`config.mk`:
```
export PLATFORM = sky130hd
export DESIGN_NAME = fetch_stage
export DESIGN_NICKNAME = d
export VERILOG_FILES = /design/src/rtl/riscv_pkg.sv /design/src/rtl/fetch_queue.sv /design/src/rtl/fetch_stage.sv
export SDC_FILE = /design/constraint.sdc
export NUM_CORES = 1
export LEC_CHECK = 0
export CAP_MARGIN = 10
export CORE_MARGIN = 2
export CORE_UTILIZATION = 40
export DETAILED_ROUTE_END_ITERATION = 6
export GPL_TIMING_DRIVEN = 0
export MAX_ROUTING_LAYER = met4
export PLACE_DENSITY = 0.74
export SLEW_MARGIN = 20
export SYNTH_ARGS = -nofsm -noshare
export SYNTH_HDL_FRONTEND = slang
export SYNTH_SLANG_ARGS = --single-unit
```
`constraint.sdc`:
```
create_clock -name clk -period 4.2 [get_ports clk]
set_clock_uncertainty 0.05 [all_clocks]
set_input_delay 0.63 -clock clk [delete_from_list [all_inputs] [get_ports clk]]
set_output_delay 0.63 -clock clk [all_outputs]
set_load 0.05 [all_outputs]
```
`src/rtl/riscv_pkg.sv`:
```
// Shared RISC-V pipeline definitions: datapath width, default reset vector,
// and the fetch queue entry layout.
// Pure definitions; no timing, no flow control.
package riscv_pkg;

    localparam int XLEN = 32;

    localparam logic [XLEN-1:0] DEFAULT_RESET_PC = 32'h0000_0000;

    // One fetch slot: the PC is known when the request is issued, the
    // instruction word arrives later and sets filled.
    typedef struct packed {
        logic [XLEN-1:0] pc;
        logic [XLEN-1:0] inst;
        logic            filled;
    } fetch_entry_t;

    // Fetch addresses are always word aligned; low two bits are dropped.
    function automatic logic [XLEN-1:0] word_align(input logic [XLEN-1:0] addr);
        return addr & ~XLEN'(3);
    endfunction

endpackage

```
`src/rtl/fetch_queue.sv`:
```
// In-order ring of fetch slots: allocated at request, filled at response, popped at head.
// Latency: a fill becomes visible at the head output one cycle after it is written.
// Backpressure: pop only when head is filled; alloc is refused when all slots are taken.
//
// Ports:
//   clk, rst_n             pipeline clock, synchronous active-low reset
//   flush                  synchronous clear of every slot and pointer
//   alloc, alloc_pc        reserve tail slot for a newly issued request
//   fill, fill_inst        write the oldest unfilled slot (ignored if none)
//   pop                    retire the head slot (ignored unless head is filled)
//   head_valid/pc/inst     head slot contents
//   occupancy              allocated slots, filled or not
//   unfilled               allocated slots still waiting for their response
module fetch_queue
    import riscv_pkg::*;
#(
    parameter int DEPTH = 2,
    localparam int PW = $clog2(DEPTH),
    localparam int CW = PW + 1
) (
    input  logic            clk,
    input  logic            rst_n,
    input  logic            flush,
    input  logic            alloc,
    input  logic [XLEN-1:0] alloc_pc,
    input  logic            fill,
    input  logic [XLEN-1:0] fill_inst,
    input  logic            pop,
    output logic            head_valid,
    output logic [XLEN-1:0] head_pc,
    output logic [XLEN-1:0] head_inst,
    output logic [CW-1:0]   occupancy,
    output logic [CW-1:0]   unfilled
);

    fetch_entry_t mem [DEPTH];

    // Pointers carry one extra wrap bit so that alloc-fill distinguishes
    // "all slots unfilled" from "none unfilled".
    logic [CW-1:0] alloc_ptr;
    logic [CW-1:0] fill_ptr;
    logic [CW-1:0] head_ptr;
    logic [CW-1:0] occ_q;

    logic alloc_fire;
    logic fill_fire;
    logic pop_fire;

    assign head_valid = mem[head_ptr[PW-1:0]].filled;
    assign head_pc    = mem[head_ptr[PW-1:0]].pc;
    assign head_inst  = mem[head_ptr[PW-1:0]].inst;
    assign occupancy  = occ_q;
    assign unfilled   = alloc_ptr - fill_ptr;

    assign alloc_fire = alloc && (occ_q != CW'(DEPTH));
    assign fill_fire  = fill && (unfilled != '0);
    assign pop_fire   = pop && head_valid;

    // Alloc, fill and pop always address distinct slots: alloc targets a
    // free slot, fill an allocated-unfilled one, pop a filled one.
    always_ff @(posedge clk) begin
        if (!rst_n || flush) begin
            alloc_ptr <= '0;
            fill_ptr  <= '0;
            head_ptr  <= '0;
            occ_q     <= '0;
            for (int i = 0; i < DEPTH; i++) begin
                mem[i] <= '0;
            end
        end else begin
            if (alloc_fire) begin
                mem[alloc_ptr[PW-1:0]].pc     <= alloc_pc;
                mem[alloc_ptr[PW-1:0]].inst   <= '0;
                mem[alloc_ptr[PW-1:0]].filled <= 1'b0;
                alloc_ptr <= alloc_ptr + CW'(1);
            end
            if (fill_fire) begin
                mem[fill_ptr[PW-1:0]].inst   <= fill_inst;
                mem[fill_ptr[PW-1:0]].filled <= 1'b1;
                fill_ptr <= fill_ptr + CW'(1);
            end
            if (pop_fire) begin
                mem[head_ptr[PW-1:0]].filled <= 1'b0;
                head_ptr <= head_ptr + CW'(1);
            end
            occ_q <= occ_q + CW'(alloc_fire) - CW'(pop_fire);
        end
    end

endmodule

```
`src/rtl/fetch_stage.sv`:
```
// Instruction fetch: owns the PC, issues in-order imem requests, queues returned words for IF/ID.
// Latency: request -> response (>=1 cycle) -> if_valid the cycle after the response.
// Backpressure: if_ready low holds the head; requests stop once queued + dropped-in-flight reach DEPTH.
//
// Ports:
//   clk, rst_n                                   clock, synchronous active-low reset
//   imem_req_valid/ready, imem_req_addr          fetch request handshake
//   imem_rsp_valid, imem_rsp_data                in-order instruction return
//   redirect_valid, redirect_pc                  taken branch/jump from execute
//   if_valid/ready, if_pc, if_inst               head instruction to IF/ID
module fetch_stage
    import riscv_pkg::*;
#(
    parameter logic [XLEN-1:0] RESET_PC = DEFAULT_RESET_PC,
    parameter int              DEPTH    = 2
) (
    input  logic            clk,
    input  logic            rst_n,
    output logic            imem_req_valid,
    input  logic            imem_req_ready,
    output logic [XLEN-1:0] imem_req_addr,
    input  logic            imem_rsp_valid,
    input  logic [XLEN-1:0] imem_rsp_data,
    input  logic            redirect_valid,
    input  logic [XLEN-1:0] redirect_pc,
    output logic            if_valid,
    input  logic            if_ready,
    output logic [XLEN-1:0] if_pc,
    output logic [XLEN-1:0] if_inst
);

    localparam int             CW      = $clog2(DEPTH) + 1;
    localparam logic [CW:0]    DEPTH_W = (CW+1)'(DEPTH);

    logic [XLEN-1:0] pc;
    // Responses still owed by memory for requests that a redirect cancelled.
    logic [CW-1:0]   drop_cnt;

    logic [CW-1:0]   occupancy;
    logic [CW-1:0]   unfilled;
    logic            head_valid;
    logic [XLEN-1:0] head_pc;
    logic [XLEN-1:0] head_inst;

    logic [CW:0]     credit_used;
    logic [CW:0]     inflight;
    logic            req_ok;
    logic            req_fire;
    logic            rsp_live;
    logic            rsp_fill;

    // Dropped-but-outstanding responses still consume credit so that a
    // burst of redirects can never overrun the memory's in-flight limit.
    assign credit_used = {1'b0, occupancy} + {1'b0, drop_cnt};
    assign inflight    = {1'b0, unfilled}  + {1'b0, drop_cnt};

    assign req_ok   = rst_n && !redirect_valid && (credit_used < DEPTH_W);
    assign req_fire = req_ok && imem_req_ready;

    // A response with nothing outstanding is a protocol error and is ignored.
    assign rsp_live = imem_rsp_valid && (inflight != '0);
    assign rsp_fill = rsp_live && (drop_cnt == '0) && !redirect_valid;

    always_ff @(posedge clk) begin
        if (!rst_n) begin
            pc       <= RESET_PC;
            drop_cnt <= '0;
        end else if (redirect_valid) begin
            // Everything still in flight becomes a drop; a response arriving
            // right now retires one of them immediately.
            pc       <= word_align(redirect_pc);
            drop_cnt <= CW'(inflight - (CW+1)'(rsp_live));
        end else begin
            if (req_fire) begin
                pc <= pc + 32'd4;
            end
            if (rsp_live && (drop_cnt != '0)) begin
                drop_cnt <= drop_cnt - CW'(1);
            end
        end
    end

    fetch_queue #(
        .DEPTH (DEPTH)
    ) u_queue (
        .clk        (clk),
        .rst_n      (rst_n),
        .flush      (redirect_valid),
        .alloc      (req_fire),
        .alloc_pc   (pc),
        .fill       (rsp_fill),
        .fill_inst  (imem_rsp_data),
        .pop        (if_ready && !redirect_valid),
        .head_valid (head_valid),
        .head_pc    (head_pc),
        .head_inst  (head_inst),
        .occupancy  (occupancy),
        .unfilled   (unfilled)
    );

    assign imem_req_valid = req_ok;
    assign imem_req_addr  = rst_n ? pc : '0;
    assign if_valid       = rst_n && head_valid;
    assign if_pc          = rst_n ? head_pc   : '0;
    assign if_inst        = rst_n ? head_inst : '0;

    a_rsp_expected: assert property (@(posedge clk) disable iff (!rst_n)
        imem_rsp_valid |-> (inflight != '0));

endmodule

```
==> impl_metrics.py, run 1 <==
metrics = {
    "worst_setup_path": {
        "crit_required_ps": 4280,
        "critPathTopFamily": "simple AND/OR/NAND/NOR gates",
        "worstSetupStartpointType": "register",
        "worstPathArrival_ps": 4040,
        "critical_path_class": "reg2reg",
        "crit_buf_inv": 3,
        "critical_path_depth": 10,
        "r2r_cells": 10,
        "crit_path_end_kind": "register",
        "crit_slowest_cell": "fa_1",
        "cp_cell_sequence": "inv_1 > clkbuf_1 > ha_1 > xor3_1 > fa_1 > o31a_1 > o211a_1 > nor3b_4 > nand2b_2 > buf_16",
        "max_stage_delay_ps": 580,
        "critPathMaxFanout": 17,
    },
    "layout": {
        "n_fill_cell": 1810,
        "antennaDiodeCount": 0,
        "final_area_um2": 11000,
        "area_growth_pct": 30.5,
        "nNetsFinal": 1003,
        "drive_above_1_share_pct": 8.34,
    },
    "drt": {
        "vias_per_cell": 5.08,
        "drc": 0,
        "dr.pass1.iters": 4,
        "ant_nets": 0,
        "wl_um": 20900,
        "vias": 6148,
        "wire_per_inst_um": 17.3,
        "drt_iter0_drc": 472,
    },
    "pwr": {
        "leakage_nw": 4.22,
        "vdd_drop_max_uv": 289,
        "pwr_density_cell_nw_per_um2": 351,
        "power.total_w": 0.00386,
    },
    "status": {
        "outcome": "finished, final reports clean",
    },
    "timing": {
        "worstMarginPinSlew_ps": 775,
        "rsz0062_at_grt": "false",
        "period_share_pct": 94.3,
        "clock.fmax_mhz": 253,
        "period_minus_slack_ps": 3960,
        "finalHoldViolCount": 0,
        "setup_violations": 0,
        "max_slew_margin_pct": 48.1,
        "slew_violations": 0,
    },
    "clock_network": {
        "cts-root-buf": "clkbuf_16",
        "clock_latency_ps": 420,
        "htreeDepth": 4,
        "post_cts_resized": 0,
        "clkSinkCount": 166,
        "post-cts-setup-buffers": 0,
        "cts_tree": "yes",
        "postCtsHoldBufs": 0,
        "clkTransAtPathRegs_ps": 60,
        "clockBufferDepth": 2,
        "numCtsBuffers": 17,
    },
    "yosys": {
        "synth.most_common_cell": "edfxtp_1",
        "synth-edff-count": 124,
        "synth_top_cell_area_share_pct": 44.2,
        "syn_area_um2": 8420,
        "avgSynthCellArea_um2": 11.4,
        "ys_seq_area_share_pct": 54.2,
        "synth_seq_cells": 166,
        "yosysWarningCount": 0,
        "syn-instance-count": 739,
        "synth-main-ff-cell": "edfxtp_1",
        "synth_top_cells_by_area": "edfxtp_1 (44%), dfxtp_1 (10%), mux2i_1 (7.5%)",
        "synth.distinct_cells": 58,
        "synthArstFlopShare_pct": 0,
        "synth_largest_area_cell": "edfxtp_1",
        "netlist_top_cells_count": "edfxtp_1 (124), and2_1 (99), nor2b_1 (67), mux2i_1 (63), and3_1 (59)",
    },
    "global_routing": {
        "grtUsageTotal_pct": 19.4,
        "grt_pass1_vias": 5981,
        "grt_pass1_wl_um": 31900,
        "grt-ovfl-total": 0,
        "grt_max_degree": 31,
        "antenna_found_initial": 0,
    },
    "placed_design": {
        "portBuffers": 161,
        "gp_congestion": 0.851,
        "place_area_um2": 10500,
        "dp_hpwl_um": 15200,
    },
    "floorplanning": {
        "rows": 53,
        "core_region_area_um2": 20800,
        "die_h_um": 149,
        "num_io_pins": 168,
        "dieWidth_um": 149,
        "start_util_pct": 40.5,
        "dieArea_um2": 22200,
    },
    "hold_path": {
        "hold_class": "reg2reg",
        "min_path_cells": 2,
    },
    "job": {
        "drv_cap": 0,
    },
}
cells by family after synthesis:
| group | Yosys count | synth area share (%) |
|---|---|---|
| other cells | 1 | 0.0445 |
| xor+xnor | 34 | 3.71 |
| buf+inv | 69 | 4.07 |
| simple gates | 338 | 24.3 |
| fa+ha+maj | 9 | 1.52 |
| flops | 166 | 54.2 |
| compound gates | 58 | 4.53 |
| mux | 64 | 7.62 |
worst paths after layout:
kind	from	end	slack (ps)
setup / recovery	u_queue.alloc_ptr[0]$_SDFFE_PP0P_	u_queue.mem[0][1]$_SDFFCE_PN0P_	240
hold / removal	u_queue.mem[1][0]$_SDFFE_PP0P_	u_queue.mem[1][0]$_SDFFE_PP0P_	440
setup reg to reg	u_queue.alloc_ptr[0]$_SDFFE_PP0P_	u_queue.mem[0][1]$_SDFFCE_PN0P_	240
hold reg to reg	u_queue.mem[1][0]$_SDFFE_PP0P_	u_queue.mem[1][0]$_SDFFE_PP0P_	440
per-layer routing:
metal	global-route usage (%)	up-vias	share of wire [%]
li1	-	2965	-
met1	25.0	2919	42
met2	31.1	223	49
met3	3.09	41	5.7
met4	7.19	0	2.8
met5	-	-	0
placed cells by master (no fill, tap or decap), types with 4 or more instances in the layout:
| master | instances |
|---|---|
| clkdlybuf4s50_1 | 161 |
| edfxtp_1 | 124 |
| and2_1 | 99 |
| nor2b_1 | 67 |
| mux2i_1 | 63 |
| and3_1 | 59 |
| dfxtp_1 | 42 |
| nand2_1 | 35 |
| clkbuf_1 | 28 |
| xnor2_1 | 23 |
| nor2_1 | 19 |
| o21ai_0 | 18 |
| clkbuf_16 | 17 |
| a21oi_1 | 14 |
| inv_1 | 13 |
| o211a_1 | 12 |
| nand3_1 | 12 |
| xor2_1 | 10 |
| buf_2 | 7 |
| clkbuf_2 | 7 |
| nand4_1 | 7 |
| nor4_1 | 7 |
| ha_1 | 7 |
| buf_4 | 6 |
| nor3_1 | 6 |
| conb_1 | 4 |
layout make-up:
class	instances	area (µm²)	share of cell area (%)
flip-flops and latches	166	4560	41.5
inverters	15	56.3	0.512
plain buffers	54	287	2.61
repair buffers	163	1670	15.2
clock buffers	18	429	3.90
well taps	275	344	3.13
clock inverters	12	106	0.968
multi-input cells	507	3540	32.2
worst min-delay path, stage by stage, from the launching register on:
cell	delay, ps
dfxtp_1	310
nand2_1	60
a221oi_1	70
report_power, final:
part | total [W] | internal [W] | leakage (nW) | switching [W]
Sequential | 0.00190 | 0.00184 | 1.75 | 0.0000558
Combinational | 0.000515 | 0.000209 | 2.22 | 0.000306
Clock | 0.00144 | 0.000808 | 0.257 | 0.000636
Total | 0.00386 | 0.00286 | 4.22 | 0.000998
flip-flops by register name, summed over array words and instances, names as in the netlist, named ones only:
name	flops
u_queue.occupancy	2
u_queue.alloc_ptr	2
u_queue.fill_ptr	2
drop_cnt	2
u_queue.head_ptr	1
u_queue.mem	126
pc	30
through the flow:
stage                     setup TNS (ps)  hold WS [ps]  std cells  worst slack [ps]  util [%]
after floorplan                        0           403        742               703         -
after global placement            -20950           418       1178              -330      49.9
after detailed placement               0           424       1180               277      50.2
after CTS                              0           435       1210               260      52.8
after global routing                   0           486       1210              37.5      52.8
final                                  0           442       1210               240      52.8
(Power assumes the default switching activity.)
==> run 2, diff against run 1 <==
--- a/config.mk
+++ b/config.mk
@@ -5,7 +5,7 @@
 export SDC_FILE = /design/constraint.sdc
 export NUM_CORES = 1
 export LEC_CHECK = 0
-export CAP_MARGIN = 10
+export CAP_MARGIN = 20
 export CORE_MARGIN = 2
 export CORE_UTILIZATION = 40
 export DETAILED_ROUTE_END_ITERATION = 6
==> results of run 2 <==
Same layout as run 1: the final DEF is identical, and so are final timing and power.
==> run 3, diff against run 2 <==
--- a/config.mk
+++ b/config.mk
@@ -9,7 +9,6 @@
 export CORE_MARGIN = 2
 export CORE_UTILIZATION = 40
 export DETAILED_ROUTE_END_ITERATION = 6
-export GPL_TIMING_DRIVEN = 0
 export MAX_ROUTING_LAYER = met4
 export PLACE_DENSITY = 0.74
 export SLEW_MARGIN = 20
==> run 3 against run 2 <==
  * Sequential share of layout area grew 0.49 points
  * Critical path type unchanged
  * Combinational power decreased by 3%
  * Critical endpoint is now u_queue.mem[1][9]$_SDFFCE_PN0P_
  * Via count is 4.9% lower
  * Die area is the same
==> impl_metrics.py, run 3 (synthesis results as in run 1) <==
metrics = {
    "floorplanning": {
        "die_h_um": 149,
        "core_region_area_um2": 20800,
        "dieArea_um2": 22200,
        "rows": 53,
        "num_io_pins": 168,
        "dieWidth_um": 149,
        "start_util_pct": 40.5,
    },
    "clock_network": {
        "cts_tree": "yes",
        "postCtsHoldBufs": 0,
        "clockBufferDepth": 2,
        "htreeDepth": 4,
        "numCtsBuffers": 17,
        "clkSinkCount": 166,
        "post_cts_resized": 0,
        "clkTransAtPathRegs_ps": 70,
        "clock_latency_ps": 420,
        "cts-root-buf": "clkbuf_16",
        "post-cts-setup-buffers": 0,
    },
    "timing": {
        "fin_tns_setup_ps": 0,
        "max_slew_margin_pct": 39.5,
        "period_share_pct": 83.2,
        "setup_ws_ps": 705,
        "setup_violations": 0,
        "rsz0062_at_grt": "false",
        "finalHoldViolCount": 0,
        "slew_violations": 0,
        "period_minus_slack_ps": 3500,
        "worstMarginPinSlew_ps": 907,
        "clock.fmax_mhz": 286,
    },
    "worst_setup_path": {
        "crit_path_end_kind": "register",
        "cp_cell_sequence": "inv_1 > ha_1 > xor3_1 > fa_1 > o31a_1 > o211a_1 > and3_1 > buf_4 > and2_1",
        "critPathTopFamily": "buffers and inverters",
        "r2r-start": "u_queue.alloc_ptr[0]$_SDFFE_PP0P_",
        "worstSetupStartpointType": "register",
        "crit_slowest_cell": "inv_1",
        "worst_r2r_endpoint": "u_queue.mem[1][9]$_SDFFCE_PN0P_",
        "r2r_cells": 9,
        "max_stage_delay_ps": 650,
        "crit_required_ps": 4330,
        "critical_path_class": "reg2reg",
        "crit_buf_inv": 2,
        "critPathMaxFanout": 32,
        "rrSetupSlack_ps": 700,
        "worstPathArrival_ps": 3620,
    },
    "layout": {
        "seq_area_um2": 4570,
        "multi_input_area_um2": 3540,
        "area_growth_pct": 29.1,
        "n_fill_cell": 1842,
        "nNetsFinal": 964,
        "final_common_cell": "clkdlybuf4s50_1",
        "mostFrequentLayoutCells": "clkdlybuf4s50_1 (159), edfxtp_1 (124), and2_1 (99), nor2b_1 (67), mux2i_1 (63)",
        "final_util_pct": 52.2,
        "max_flop_register": "u_queue.mem",
        "reg.largest.list": "u_queue.mem x126, pc x30",
        "largest_reg_flops": 126,
        "drive_above_1_share_pct": 8.35,
    },
    "drt": {
        "vias": 5847,
        "vias_per_cell": 4.97,
        "drt_iter0_drc": 384,
        "wire_per_inst_um": 16.1,
        "wl_um": 18900,
        "dr.pass1.iters": 5,
        "ant_nets": 0,
        "drc": 0,
    },
    "hold_path": {
        "hold_class": "reg2reg",
        "worstHoldStart": "u_queue.mem[1][0]$_SDFFE_PP0P_",
        "worstHoldEndpoint": "u_queue.mem[1][0]$_SDFFE_PP0P_",
        "min_path_cells": 2,
    },
    "global_routing": {
        "grtUsageTotal_pct": 17.8,
        "grt-ovfl-total": 0,
        "grt_pass1_wl_um": 29700,
        "grt_pass1_vias": 5696,
        "grt_max_degree": 59,
        "antenna_found_initial": 3,
    },
    "placed_design": {
        "dp_hpwl_um": 13000,
        "gp_congestion": 0.864,
        "portBuffers": 161,
        "dp_slack_ps": 739,
    },
    "pwr": {
        "vdd_drop_max_uv": 291,
        "leakage_nw": 4.15,
        "pwr_density_cell_nw_per_um2": 358,
        "power.total_w": 0.00389,
    },
    "status": {
        "outcome": "finished, final reports clean",
    },
    "job": {
        "drv_cap": 0,
    },
}
## run 3: changes by cell type in the layout (fill, tap and decap cells not counted), moves of 3 or more
| cell | delta |
|---|---|
| buf_12 | +4 |
| buf_2 | -7 |
| buf_4 | +9 |
| clkbuf_1 | -28 |
| clkbuf_2 | -7 |
| diode_2 | +3 |
| inv_6 | +3 |
## run 3: how the worst max path moves through the flow
stage / depth (start not counted) / slack, ps / to / startpoint
6_report: 9 / 700 / u_queue.mem[1][9]$_SDFFCE_PN0P_ / u_queue.alloc_ptr[0]$_SDFFE_PP0P_
5_1_grt: 9 / 530 / u_queue.mem[0][32]$_SDFFCE_PN0P_ / u_queue.alloc_ptr[0]$_SDFFE_PP0P_
4_1_cts: 9 / 700 / u_queue.mem[1][27]$_SDFFCE_PN0P_ / u_queue.alloc_ptr[0]$_SDFFE_PP0P_
3_5_place_dp: 9 / 740 / u_queue.mem[1][27]$_SDFFCE_PN0P_ / u_queue.alloc_ptr[0]$_SDFFE_PP0P_
3_3_place_gp: 9 / 770 / u_queue.mem[1][26]$_SDFFCE_PN0P_ / u_queue.alloc_ptr[0]$_SDFFE_PP0P_
2_1_floorplan: 9 / 700 / u_queue.mem[0][10]$_SDFFCE_PN0P_ / u_queue.alloc_ptr[0]$_SDFFE_PP0P_
## run 3: through the flow
| stage | area, µm² | hold WS [ps] | std cells |
|---|---|---|---|
| floorplan | 8430 | 403 | 742 |
| global placement | 10300 | 413 | 1141 |
| detailed placement | 10300 | 414 | 1141 |
| CTS | 10900 | 425 | 1173 |
| global route | 10900 | 447 | 1176 |
| finish | 10900 | 429 | 1176 |
## run 3: layer usage
layer	track usage, %	part of all wire, %	vias to the layer above
li1	-	-	2897
met1	22.7	43	2776
met5	-	0	-
met4	6.38	2.2	0
met2	28.0	49	145
met3	3.94	5.9	29
## run 3: worst reg2reg max path, stage by stage, from the launching register on
cell     delay (ps)
dfxtp_1         310
inv_1           650
ha_1            290
xor3_1          270
fa_1            520
o31a_1          340
o211a_1         180
and3_1          200
buf_4           230
and2_1          200
## run 3: layout make-up
class | count | area share (%)
Multi-Input combinational cell | 507 | 32.6
Antenna cell | 3 | 0.0691
Sequential cell | 166 | 42.0
Clock inverter | 15 | 1.34
Inverter | 15 | 0.518
Timing Repair Buffer | 178 | 16.4
Clock buffer | 17 | 3.91
Tap cell | 275 | 3.16
## run 3: power by group
group | total (W) | switching (W) | leakage, nW | internal (W)
logic | 0.000497 | 0.000293 | 2.12 | 0.000204
registers | 0.00189 | 0.0000532 | 1.75 | 0.00184
clock network | 0.00150 | 0.000667 | 0.283 | 0.000832
total | 0.00389 | 0.00101 | 4.15 | 0.00287
